`config.mk`:
```
export PLATFORM = sky130hd
export DESIGN_NAME = instr_fetch
export DESIGN_NICKNAME = d
export VERILOG_FILES = /design/src/rtl/instr_fetch.sv
export SDC_FILE = /design/constraint.sdc
export NUM_CORES = 1
export LEC_CHECK = 0
export CAP_MARGIN = 20
export CORE_AREA = 2 2 159 161
export DETAILED_ROUTE_END_ITERATION = 10
export DIE_AREA = 0 0 161 163
export GPL_TIMING_DRIVEN = 0
export SETUP_SLACK_MARGIN = 0.02
export SLEW_MARGIN = 20
export SYNTH_ARGS = -nofsm -noshare
export SYNTH_HDL_FRONTEND = slang
export SYNTH_SLANG_ARGS = --single-unit
```
`constraint.sdc`:
```
create_clock -name clk -period 7.2 [get_ports clk]
set_clock_uncertainty 0.1 [all_clocks]
set_input_delay 1.44 -clock clk [delete_from_list [all_inputs] [get_ports clk]]
set_output_delay 1.44 -clock clk [all_outputs]
set_load 0.02 [all_outputs]
```
`src/rtl/instr_fetch.sv`:
```
// Instruction fetch front end: credit-limited request issue, in-order response
// tracking, stale-response dropping after redirects and a 2-entry output buffer.

module instr_fetch_q #(
    parameter int W     = 32,
    parameter int DEPTH = 2,
    parameter int CW    = $clog2(DEPTH + 1)
) (
    input  logic          clk,
    input  logic          reset,
    input  logic          flush,
    input  logic          push,
    input  logic [W-1:0]  wdata,
    input  logic          pop,
    output logic [W-1:0]  rdata,
    output logic [CW-1:0] count
);
    localparam int PW = (DEPTH > 1) ? $clog2(DEPTH) : 1;

    logic [W-1:0]  mem [DEPTH];
    logic [PW-1:0] rd_ptr;
    logic [PW-1:0] wr_ptr;

    function automatic logic [PW-1:0] bump(input logic [PW-1:0] p);
        return (p == PW'(DEPTH - 1)) ? '0 : p + PW'(1);
    endfunction

    always_ff @(posedge clk) begin
        if (reset || flush) begin
            rd_ptr <= '0;
            wr_ptr <= '0;
            count  <= '0;
        end else begin
            if (push) wr_ptr <= bump(wr_ptr);
            if (pop)  rd_ptr <= bump(rd_ptr);
            case ({push, pop})
                2'b10:   count <= count + CW'(1);
                2'b01:   count <= count - CW'(1);
                default: count <= count;
            endcase
        end
    end

    // Storage needs no reset; occupancy is tracked by the pointers and count.
    // Push and pop on a full queue is safe: the head is read before the edge.
    always_ff @(posedge clk) begin
        if (push && !flush) mem[wr_ptr] <= wdata;
    end

    assign rdata = mem[rd_ptr];
endmodule

module instr_fetch #(
    parameter logic [31:0] RESET_PC = 32'h0000_2000
) (
    input  logic        clk,
    input  logic        reset,
    input  logic        redirect_valid,
    input  logic [31:0] redirect_pc,
    output logic        imem_req_valid,
    input  logic        imem_req_ready,
    output logic [31:0] imem_req_addr,
    input  logic        imem_resp_valid,
    input  logic [31:0] imem_resp_data,
    output logic        inst_valid,
    input  logic        inst_ready,
    output logic [31:0] inst_data,
    output logic [31:0] inst_pc
);
    typedef struct packed {
        logic [31:0] pc;
        logic [31:0] data;
    } inst_t;

    logic [31:0] fetch_pc;
    logic [1:0]  drop_cnt;
    logic [1:0]  outst;
    logic [1:0]  fifo_cnt;
    logic [31:0] pcq_head;
    inst_t       fifo_head;
    inst_t       fifo_wdata;

    logic credit_ok;
    logic req_fire;
    logic resp_fire;
    logic resp_keep;
    logic inst_fire;
    logic [1:0] outst_after_resp;

    // Outstanding requests plus buffered words never exceed two, so a
    // response always finds room in the output buffer.
    assign credit_ok = ({1'b0, outst} + {1'b0, fifo_cnt}) < 3'd2;

    assign imem_req_valid = !reset && !redirect_valid && credit_ok;
    assign imem_req_addr  = fetch_pc;
    assign req_fire       = imem_req_valid && imem_req_ready;

    assign resp_fire  = imem_resp_valid && (outst != 2'd0);
    assign resp_keep  = resp_fire && (drop_cnt == 2'd0) && !redirect_valid;
    assign inst_fire  = inst_valid && inst_ready && !redirect_valid;

    assign outst_after_resp = outst - 2'(resp_fire);

    // In-flight request addresses; its occupancy doubles as the outstanding count.
    instr_fetch_q #(.W(32), .DEPTH(2)) u_pc_q (
        .clk   (clk),
        .reset (reset),
        .flush (1'b0),
        .push  (req_fire),
        .wdata (fetch_pc),
        .pop   (resp_fire),
        .rdata (pcq_head),
        .count (outst)
    );

    assign fifo_wdata = '{pc: pcq_head, data: imem_resp_data};

    instr_fetch_q #(.W($bits(inst_t)), .DEPTH(2)) u_out_fifo (
        .clk   (clk),
        .reset (reset),
        .flush (redirect_valid),
        .push  (resp_keep),
        .wdata (fifo_wdata),
        .pop   (inst_fire),
        .rdata (fifo_head),
        .count (fifo_cnt)
    );

    assign inst_valid = (fifo_cnt != 2'd0);
    assign inst_data  = fifo_head.data;
    assign inst_pc    = fifo_head.pc;

    always_ff @(posedge clk) begin
        if (reset) begin
            fetch_pc <= RESET_PC;
            drop_cnt <= 2'd0;
        end else if (redirect_valid) begin
            // Everything still in flight after this cycle belongs to the old path.
            fetch_pc <= redirect_pc;
            drop_cnt <= outst_after_resp;
        end else begin
            if (req_fire) fetch_pc <= fetch_pc + 32'd4;
            if (resp_fire && drop_cnt != 2'd0) drop_cnt <= drop_cnt - 2'd1;
        end
    end
endmodule

```
==> implementation parameters <==
Parameter                              Value

Worst setup path
  Startpoint of the worst-slack reg-to-reg timing path ... u_pc_q.count[0]$_SDFFE_PP0P_
  Data arrival time of the critical path ... 3.24 ns
  Top cell by count, worst path ... sky130_fd_sc_hd__clkdlybuf4s50_1
  Number of buffer and inverter instances along the worst setup path ... 3
  CP top delay family ... buffers and inverters
  Crit path max fanout ... 10
  Startpoint type of the worst setup path ... input port
  Crit path required time ... 5.66 ns
  Cell-by-cell listing of the critical path ... clkdlybuf4s50_1, or2_1, buf_2, nor3_1, clkdlybuf4s50_1
  Endpoint type of the worst setup path ... output port
  Minimum setup slack among reg-to-reg paths ... 4.15 ns
  Startpoint-to-endpoint class of the critical path ... input port to output port
  Cell count of the worst reg-to-reg path ... 6
  Endpoint of the worst-slack reg-to-reg timing path ... u_pc_q.mem[1][9]$_DFFE_PP_
  Worst stage delay on the critical path ... 0.65 ns
  Master of the slowest instance on the critical path ... sky130_fd_sc_hd__clkdlybuf4s50_1

Timing
  Max Clk Rate ... 209 MHz
  Min Tclk post-route ... 4.78 ns
  Max-slew violation count ... 0
  Setup repair after global routing missed its margin ... no
  Headroom to the max-slew limit ... 44.2%
  Slew of the pin with the lowest slew margin ... 0.835 ns
  Endpoints failing hold ... 0
  Final period utilization ... 66.3%
  Final setup violating endpoints ... 0

Logic synthesis
  Number of flops mapped to enable cells by yosys ... 192
  Number of register bits inferred by synthesis ... 236
  Warnings, synthesis ... 0
  Largest cells by area after synthesis ... sky130_fd_sc_hd__edfxtp_1 61%, sky130_fd_sc_hd__dfxtp_1 9.4%, sky130_fd_sc_hd__mux2_2 8.7%
  Portion of synthesized cell area occupied by the leading cell type ... 61.4%
  Most area-hungry cell type in the Yosys netlist ... sky130_fd_sc_hd__edfxtp_1
  Number of library cell types mapped by synthesis ... 55
  Sequential area share after synthesis ... 70.7%
  Net count after synthesis ... 681
  Netlist Area Pre-Place ... 9400 um^2
  Per-instance average area after synthesis ... 15.5 um^2
  Async S/R FF share, synth ... 0%
  Cell count after synthesis ... 605
  Main synth FF type ... sky130_fd_sc_hd__edfxtp_1

Clock tree
  Post-CTS Setup Inserts ... 0
  Clock tree sinks ... 236
  Number of buffers between clock root and the deepest sink ... 3
  CTS tree ... done
  Clock Latency Late Sink ... 0.51 ns
  Library cell used as clock root buffer ... sky130_fd_sc_hd__clkbuf_16
  Clock edge transition at the registers on the reported setup and hold paths ... 0.06 ns
  # H-tree levels ... 1
  Clock buffer count from CTS ... 26
  Post-CTS resize count ... 0
  Hold buffer count at CTS ... 0

Min path
  Class of the tightest hold or removal check ... flip-flop to flip-flop
  Hold-critical path depth ... 0
  Hold path startpoint ... imem_req_addr[0]$_SDFFE_PP0P_
  Worst hold path endpoint ... u_pc_q.mem[0][0]$_DFFE_PP_

Detailed routing
  Initial detailed-routing violation count ... 404
  Total wire length after detailed routing ... 21500 um
  Detailed-routed wire length on met2 ... 10800 um
  Met3 wirelength from detailed routing ... 1130 um
  Post-detailed-route DRC marker count ... 0
  Total iterations of the first detailed-routing run ... 4
  Top sig layer ... met4
  Residual antenna-violating net count after detailed routing ... 0
  Number of vias in the routed layout ... 5812
  Routed metal-1 wirelength ... 9250 um
  Final routed wire length divided by cell count ... 18.6 um
  Per-cell via count in the routed design ... 5.04

Global route
  Antenna violations before repair ... 0
  Grt ovf ... 0
  Via count of the first global-routing pass ... 6118
  Maximum number of pins on one net before global-route repair ... 43
  Wire length of the first global-routing pass ... 33600 um
  Overall fraction of global-route tracks in use ... 16.3%

Final layout
  Antenna cells ... 0
  Layout cells sized above 1 ... 15.8%
  Area of combinational cells with multiple inputs ... 2610 um^2
  Final standard cell area without fillers ... 12500 um^2
  Non-filler cells, final ... 1154
  Filler Cell Count ... 2116
  Most frequent standard cell in the layout excluding fill and tap cells ... sky130_fd_sc_hd__edfxtp_1
  Area growth from synthesis to layout ... 32.7%
  Post-layout nets ... 880
  Most frequent cells in the layout ... 192 x sky130_fd_sc_hd__edfxtp_1, 166 x sky130_fd_sc_hd__clkdlybuf4s50_1, 73 x sky130_fd_sc_hd__mux2_2
  Register cell area after layout ... 6650 um^2

Floorplan
  Floorplan die area ... 26200 um^2
  Die Span X ... 161 um
  Area of the core region ... 24700 um^2
  Std-Cell Rows ... 58
  Initial core utilization ... 38.1%
  Ports placed on the boundary ... 168
  Die H ... 163 um

Place
  Number of input and output port buffers inserted ... 166
  RePlAce Congestion ... 0.870
  Cell count after placement ... 1106
  Sum of net half-perimeters after detailed placement ... 15100 um
  Standard cell area after detailed placement ... 11600 um^2

Run status
  Outcome ... finished clean

Power and ir drop
  Final Power ... 3.18 mW
  IR drop worst, VDD ... 150 uV
  Power density of the placed cells ... 255 nW/um^2
  Leak ... 4.08 nW

Job
  Max_cap viols ... 0
power by group:
group	switching (mW)	total, mW	internal [mW]
logic	0.159	0.312	0.154
clock network	0.505	1.29	0.782
registers	0.0408	1.58	1.54
total	0.705	3.18	2.47
synthesized netlist by cell type (2+ instances only):
master and instances:
sky130_fd_sc_hd__o21ai_1 2, sky130_fd_sc_hd__o21ai_0 10, sky130_fd_sc_hd__mux2i_1 2, sky130_fd_sc_hd__and4_1 7
sky130_fd_sc_hd__xnor2_1 10, sky130_fd_sc_hd__mux2_2 73, sky130_fd_sc_hd__o31ai_1 7, sky130_fd_sc_hd__a21oi_1 5
sky130_fd_sc_hd__nor4_1 2, sky130_fd_sc_hd__and2_1 3, sky130_fd_sc_hd__a311oi_1 9, sky130_fd_sc_hd__buf_1 4
sky130_fd_sc_hd__nor2_1 39, sky130_fd_sc_hd__and3_1 4, sky130_fd_sc_hd__nand3_1 17, sky130_fd_sc_hd__buf_2 3
sky130_fd_sc_hd__nor3_1 4, sky130_fd_sc_hd__xor2_1 10, sky130_fd_sc_hd__o311ai_1 2, sky130_fd_sc_hd__nand2_1 23
sky130_fd_sc_hd__inv_1 10, sky130_fd_sc_hd__edfxtp_1 192, sky130_fd_sc_hd__clkbuf_1 22, sky130_fd_sc_hd__a31oi_1 3
sky130_fd_sc_hd__or4b_1 3, sky130_fd_sc_hd__mux2_1 23, sky130_fd_sc_hd__dfxtp_1 44, sky130_fd_sc_hd__or3_1 7
sky130_fd_sc_hd__nor3b_1 2, sky130_fd_sc_hd__a211oi_1 10, sky130_fd_sc_hd__or4_1 12, sky130_fd_sc_hd__nand4_1 12
sky130_fd_sc_hd__o211ai_1 3, sky130_fd_sc_hd__ha_1 5
worst reg2reg max path, delay by kind of cell (launching register included):
| family | cells | cell delay (ns) |
|---|---|---|
| adders and majority gates | 1 | 0.51 |
| DFF | 1 | 0.42 |
| and+or+nand+nor | 3 | 1.02 |
| buffers and inverters | 2 | 0.69 |
logic make-up after synthesis:
| family | count (synthesis) | share of synthesized area [%] |
|---|---|---|
| flops | 236 | 70.7 |
| mux | 98 | 11.7 |
| simple gates | 144 | 8.47 |
| buf+inv | 40 | 1.64 |
| xor+xnor | 20 | 1.86 |
| compound gates | 61 | 4.69 |
| fa+ha+maj | 6 | 0.879 |
through the flow:
step	setup TNS, ns	hold slack [ns]	utilization (%)	setup slack, ns
after floorplan	0	0.372	-	1.88
after global placement	-28.48	0.370	46.5	-0.454
after detailed placement	0	0.382	47.1	2.43
after CTS	0	0.401	50.5	2.41
after global routing	0	0.421	50.5	2.32
final	0	0.397	50.5	2.42
how the worst max path moves through the flow:
stage,from,end,cells past startpoint
5_1_grt,redirect_valid,imem_req_valid,5
3_5_place_dp,redirect_valid,imem_req_valid,5
6_report,redirect_valid,imem_req_valid,5
3_3_place_gp,redirect_valid,u_out_fifo.mem[0][47]$_DFFE_PP_,5
4_1_cts,redirect_valid,imem_req_valid,5
2_1_floorplan,redirect_valid,u_out_fifo.mem[0][0]$_DFFE_PP_,4
routing by layer:
| metal | GRT usage [%] | up-vias |
|---|---|---|
| met5 | 0 | - |
| met1 | 21.1 | 2859 |
| met4 | 3.37 | 0 |
| li1 | - | 2748 |
| met2 | 29.0 | 179 |
| met3 | 2.93 | 26 |
registers in the layout, summed over array words and instances (netlist names), named ones only:
signal             flops
u_out_fifo.mem       128
u_pc_q.mem            64
imem_req_addr         32
drop_cnt               2
u_out_fifo.count       2
u_pc_q.count           2
u_out_fifo.rd_ptr      1
u_out_fifo.wr_ptr      1
u_pc_q.rd_ptr          1
u_pc_q.wr_ptr          1
layout make-up:
type | count | area share (%)
tap | 330 | 3.31
sequential | 236 | 53.3
clock buffer | 36 | 6.19
timing repair buffer | 171 | 14.4
clock inverter | 12 | 0.652
multi-input combinational | 329 | 21.0
buffer | 29 | 0.903
inverter | 11 | 0.331
No activity file was read; power rests on OpenSTA's default activity.
